File: config.mk
export PLATFORM = sky130hd
export DESIGN_NAME = pipe_ctrl
export DESIGN_NICKNAME = d
export VERILOG_FILES = /design/src/rtl/pipe_ctrl.sv
export SDC_FILE = /design/constraint.sdc
export NUM_CORES = 1
export LEC_CHECK = 0
export CAP_MARGIN = 20
export CORE_MARGIN = 4
export CORE_UTILIZATION = 45
export CTS_BUF_LIST = sky130_fd_sc_hd__clkbuf_2
export CTS_CLUSTER_SIZE = 10
export DETAILED_ROUTE_END_ITERATION = 8
export DONT_BUFFER_PORTS = 1
export PLACE_DENSITY = 0.66
export SETUP_SLACK_MARGIN = 0.5
export SKIP_CTS_REPAIR_TIMING = 1
export SLEW_MARGIN = 10
export SYNTH_ARGS = -nofsm -noshare
export SYNTH_HDL_FRONTEND = slang
export SYNTH_SLANG_ARGS = --single-unit
export TNS_END_PERCENT = 100
File: constraint.sdc
create_clock -name clk -period 2.5 [get_ports clk]
set_input_delay 0.25 -clock clk [delete_from_list [all_inputs] [get_ports clk]]
set_output_delay 0.25 -clock clk [all_outputs]
set_load 0.02 [all_outputs]
File: src/rtl/pipe_ctrl.sv
// Hazard and stall controller for the 5-stage core: load-use bubbles, branch squash,
// data-memory freeze and memory-timeout halt.
module pipe_ctrl #(
  parameter int RFIDX_WIDTH = 5,
  parameter int MEM_TIMEOUT = 16,
  parameter int CNT_WIDTH   = 32
) (
  input  logic                   clk,
  input  logic                   rst_n,
  input  logic [RFIDX_WIDTH-1:0] id_rs1_index,
  input  logic [RFIDX_WIDTH-1:0] id_rs2_index,
  input  logic                   id_rs1_used,
  input  logic                   id_rs2_used,
  input  logic [RFIDX_WIDTH-1:0] ex_rd_index,
  input  logic                   ex_mem_read,
  input  logic                   ex_branch_taken,
  input  logic                   mem_req,
  input  logic                   mem_ready,
  output logic                   pc_en,
  output logic                   if_id_en,
  output logic                   if_id_flush,
  output logic                   id_ex_en,
  output logic                   id_ex_flush,
  output logic                   ex_mem_en,
  output logic                   mem_wb_flush,
  output logic                   mem_timeout,
  output logic [CNT_WIDTH-1:0]   stall_cnt
);

  localparam int WAIT_W = $clog2(MEM_TIMEOUT + 1);
  localparam logic [WAIT_W-1:0] WAIT_LAST = WAIT_W'(MEM_TIMEOUT - 1);
  localparam logic [CNT_WIDTH-1:0] CNT_MAX = {CNT_WIDTH{1'b1}};

  typedef enum logic [1:0] {
    ST_RUN      = 2'd0,
    ST_MEM_WAIT = 2'd1,
    ST_HALT     = 2'd2
  } state_t;

  state_t                state_r;
  state_t                state_nxt_s;
  logic [WAIT_W-1:0]     wait_cnt_r;
  logic [WAIT_W-1:0]     wait_cnt_nxt_s;
  logic                  mem_timeout_r;
  logic [CNT_WIDTH-1:0]  stall_cnt_r;
  logic                  lu_s;
  logic                  ms_s;

  // x0 is never a real producer, so a load targeting it cannot create a hazard
  assign lu_s = ex_mem_read && (ex_rd_index != {RFIDX_WIDTH{1'b0}}) &&
                ((id_rs1_used && (id_rs1_index == ex_rd_index)) ||
                 (id_rs2_used && (id_rs2_index == ex_rd_index)));
  assign ms_s = mem_req && !mem_ready && (state_r != ST_HALT);

  assign mem_timeout = mem_timeout_r;
  assign stall_cnt   = stall_cnt_r;

  // State and wait-counter registers
  always_ff @(posedge clk or negedge rst_n) begin
    if (!rst_n) begin
      state_r       <= ST_RUN;
      wait_cnt_r    <= {WAIT_W{1'b0}};
      mem_timeout_r <= 1'b0;
    end else begin
      state_r       <= state_nxt_s;
      wait_cnt_r    <= wait_cnt_nxt_s;
      mem_timeout_r <= (state_nxt_s == ST_HALT);
    end
  end

  // Next-state decode; wait_cnt counts stalled cycles already spent in the current wait
  always_comb begin
    state_nxt_s    = state_r;
    wait_cnt_nxt_s = wait_cnt_r;
    case (state_r)
      ST_RUN: begin
        if (ms_s) begin
          state_nxt_s    = ST_MEM_WAIT;
          wait_cnt_nxt_s = {{(WAIT_W-1){1'b0}}, 1'b1};
        end else begin
          state_nxt_s    = ST_RUN;
          wait_cnt_nxt_s = {WAIT_W{1'b0}};
        end
      end
      ST_MEM_WAIT: begin
        if (ms_s) begin
          if (wait_cnt_r == WAIT_LAST) begin
            state_nxt_s = ST_HALT;
          end else begin
            state_nxt_s    = ST_MEM_WAIT;
            wait_cnt_nxt_s = wait_cnt_r + {{(WAIT_W-1){1'b0}}, 1'b1};
          end
        end else begin
          state_nxt_s    = ST_RUN;
          wait_cnt_nxt_s = {WAIT_W{1'b0}};
        end
      end
      ST_HALT: begin
        state_nxt_s = ST_HALT;
      end
      default: begin
        state_nxt_s    = ST_RUN;
        wait_cnt_nxt_s = {WAIT_W{1'b0}};
      end
    endcase
  end

  // Pipeline control decode in priority order; reset forces bubbles everywhere
  always_comb begin
    pc_en        = 1'b1;
    if_id_en     = 1'b1;
    if_id_flush  = 1'b0;
    id_ex_en     = 1'b1;
    id_ex_flush  = 1'b0;
    ex_mem_en    = 1'b1;
    mem_wb_flush = 1'b0;
    if (!rst_n) begin
      pc_en        = 1'b0;
      if_id_en     = 1'b0;
      if_id_flush  = 1'b1;
      id_ex_en     = 1'b0;
      id_ex_flush  = 1'b1;
      ex_mem_en    = 1'b0;
      mem_wb_flush = 1'b1;
    end else if (state_r == ST_HALT) begin
      pc_en        = 1'b0;
      if_id_en     = 1'b0;
      id_ex_en     = 1'b0;
      ex_mem_en    = 1'b0;
    end else if (ms_s) begin
      pc_en        = 1'b0;
      if_id_en     = 1'b0;
      id_ex_en     = 1'b0;
      ex_mem_en    = 1'b0;
      mem_wb_flush = 1'b1;
    end else if (ex_branch_taken) begin
      if_id_flush  = 1'b1;
      id_ex_flush  = 1'b1;
    end else if (lu_s) begin
      pc_en        = 1'b0;
      if_id_en     = 1'b0;
      id_ex_flush  = 1'b1;
    end else begin
      pc_en        = 1'b1;
    end
  end

  // Saturating count of frozen-PC cycles outside HALT
  always_ff @(posedge clk or negedge rst_n) begin
    if (!rst_n) begin
      stall_cnt_r <= {CNT_WIDTH{1'b0}};
    end else if (!pc_en && (state_r != ST_HALT) && (stall_cnt_r != CNT_MAX)) begin
      stall_cnt_r <= stall_cnt_r + {{(CNT_WIDTH-1){1'b0}}, 1'b1};
    end else begin
      stall_cnt_r <= stall_cnt_r;
    end
  end

endmodule

==> flow_summary.toml <==
[critical_path]
worst-r2r-cell-count = 6
critPathKind = "reg2out"
startpoint_type = "register"
required_ps = 2250
critical_path.top_delay_family = "simple AND/OR/NAND/NOR gates"
cp-end-kind = "primary output"
crit_chain = "nor2b_2 -> o21ai_0"
rr_startpoint = "stall_cnt[6]"
r2r_end = "stall_cnt[21]"
r2r_slack_ps = 540
cpPeakStageDelay_ps = 540
cp.arrival_ps = 1820
worst-path-buf-inv = 0
worst-path-max-fanout = 10
cp_slowest_cell = "nor2b_2"

[grt]
gr-usage-met2 = 0.264
grt_usage = 0.161
grt_max_degree = 45
grt_overflow = 0
use_met1 = 0.204
grt_antenna_before_repair = 0
grt_pass1_vias = 1662
globalRouteMet3Util = 0.0539
grt_busiest_layer = "met2"
grt_pass1_wl_um = 8000

[min_path]
hold_depth = 2
min_from = "mem_req"
holdCritPathClass = "in2reg"
whs_endpoint = "state_r[0]"

[timing]
final-setup-viol-count = 0
rsz0062_at_grt = "yes"
skew_ps = 15.0
fmax_mhz = 484
hold_slack_ps = 106
min_period_over_period = 0.827
slew_headroom = 0.561
totalNegativeSetupSlack_ps = 0
hold_viol = 0
finalCriticalPeriod_ps = 2070
slew_violations = 0
tightestPinTransition_ps = 651

[pwr]
p_per_area_mw_per_mm2 = 571
max-vdd-ir-drop_mv = 0.476
p_leak_nw = 1.03

[synthesis]
syn_area_mm2 = 0.00224
synth_area_per_cell_um2 = 9.94
synthFlopType = "dfrtp_1"
synth_warnings = 0
synth_cell_type_count = 41
synthCells = 225
ys_ff_latch = 40
synth_edf_count = 0
yosysSeqAreaShare = 0.448
syn_nets = 251
synthArstFlopShare = 1.00

[clocking]
cts_tree = "built"
clock_path_buffers = 2
worstSkewPairLatency_ps = 390
clock-sinks = 40
cts_root_buf = "clkbuf_2"
cts.clk_slew.worst_paths_ps = 210
h-tree-depth = 2
cts_made_buffers = 5

[floorplan]
start_util = 0.470
pin_count = 63
die_area_mm2 = 0.00616
rows = 25
core_area_mm2 = 0.00475
die_h_um = 78.5
dieWidth_um = 78.5

[detailed_routing]
drtPass1Iterations = 4
viasPerCell = 5.45
postRouteAntennaNets = 0
drc = 0
vias = 1711
drtIter0Drc = 130
routed_wl_um = 4850
routedWlPerCell_um = 15.4

[final_layout]
finalInstanceArea_mm2 = 0.00263
diodes = 0
layout_commonest_cell = "xnor2_1"
fin_nets = 272
drive_above_1_share = 0.296
most-common-layout-cells = "xnor2_1, nand3_1, nand2_1"
area_growth_pct = 17.6
final_cells = 314
utilization = 0.553

[outcome]
status = "completed"

[placement]
gp_congestion = 0.776
dp.cells = 293
place.port_buffers = 0
dp_hpwl_um = 3300
post_dp_cell_area_mm2 = 0.00232

[flow_run]
maxCapViolations = 0
-- per-layer routing --
metal,vias to the layer above,share of wire
met5,-,0
met4,0,0.0060
met3,2,0.051
met2,39,0.51
met1,827,0.43
li1,843,-
-- stage by stage --
stage	setup WS, ps	total power [mW]
finish	432	1.50
detailed placement	304	1.06
global placement	365	1.05
floorplan	504	1.01
CTS	46.7	1.45
global route	320	1.59
-- layout make-up --
cell class                 count  area, um^2
inverter                       5        18.8
clock buffer                   6        30.0
clock inverter                 2        35.0
sequential                    40        1030
tap                           67        83.8
multi-input combinational    172        1240
timing repair buffer          22         200
fill                         428        2120
-- cell families after synthesis --
logic type	after synthesis	share of synthesized area
buffers and inverters	13	0.0380
AND/OR/NAND/NOR	113	0.294
multiplexers	1	0.00504
adder cells (fa/ha/maj)	3	0.0168
AO/OA/AOI/OAI	14	0.0381
flip-flops	40	0.448
XOR/XNOR	41	0.161
-- registers in the layout (all words and copies together), names as in the netlist --
name         count
wait_cnt_r       5
stall_cnt       32
state_r          2
mem_timeout      1
-- cells in the mapped netlist, types with 2 or more instances --
cell type  number  area share
and2_1          3      0.0084
nand2_1        24       0.040
nand2b_1        2      0.0056
ha_1            3       0.017
nand3b_1        6       0.020
nor2_1          8       0.013
o21ai_0         7       0.016
o31ai_1         2      0.0067
xnor2_1        41        0.16
inv_1           5      0.0084
nor4_1          4       0.011
and4_1          3       0.012
or2_2           2      0.0056
nand4_1        15       0.042
buf_4           3       0.010
dfrtp_1        40        0.45
and3_1          7       0.020
nor3_1          2      0.0045
buf_6           3       0.015
nand3_1        24       0.054
-- power by group --
| group | switching (mW) | internal [mW] | total (mW) |
|---|---|---|---|
| sequential | 0.147 | 0.716 | 0.864 |
| clock | 0.214 | 0.172 | 0.386 |
| combinational | 0.119 | 0.131 | 0.250 |
| total | 0.481 | 1.02 | 1.50 |
-- worst max path at each step --
| stage | to | from | slack [ps] | depth (start not counted) |
|---|---|---|---|---|
| 5_1_grt | mem_wb_flush | state_r[0] | 320 | 2 |
| 4_1_cts | mem_wb_flush | state_r[0] | 50 | 2 |
| 2_1_floorplan | stall_cnt[1] | stall_cnt[0] | 500 | 7 |
| 3_5_place_dp | stall_cnt[1] | stall_cnt[20] | 300 | 6 |
| 3_3_place_gp | stall_cnt[1] | stall_cnt[20] | 360 | 6 |
| 6_report | mem_wb_flush | state_r[0] | 430 | 2 |
-- worst register-to-register path, stage by stage, from the launching register on --
cell	delay, ps
dfrtp_2	510
nand4_1	150
or3_4	410
or2_4	270
nor3_4	240
nand4_1	140
xnor2_1	150
Power figures use the tool's default switching activity.
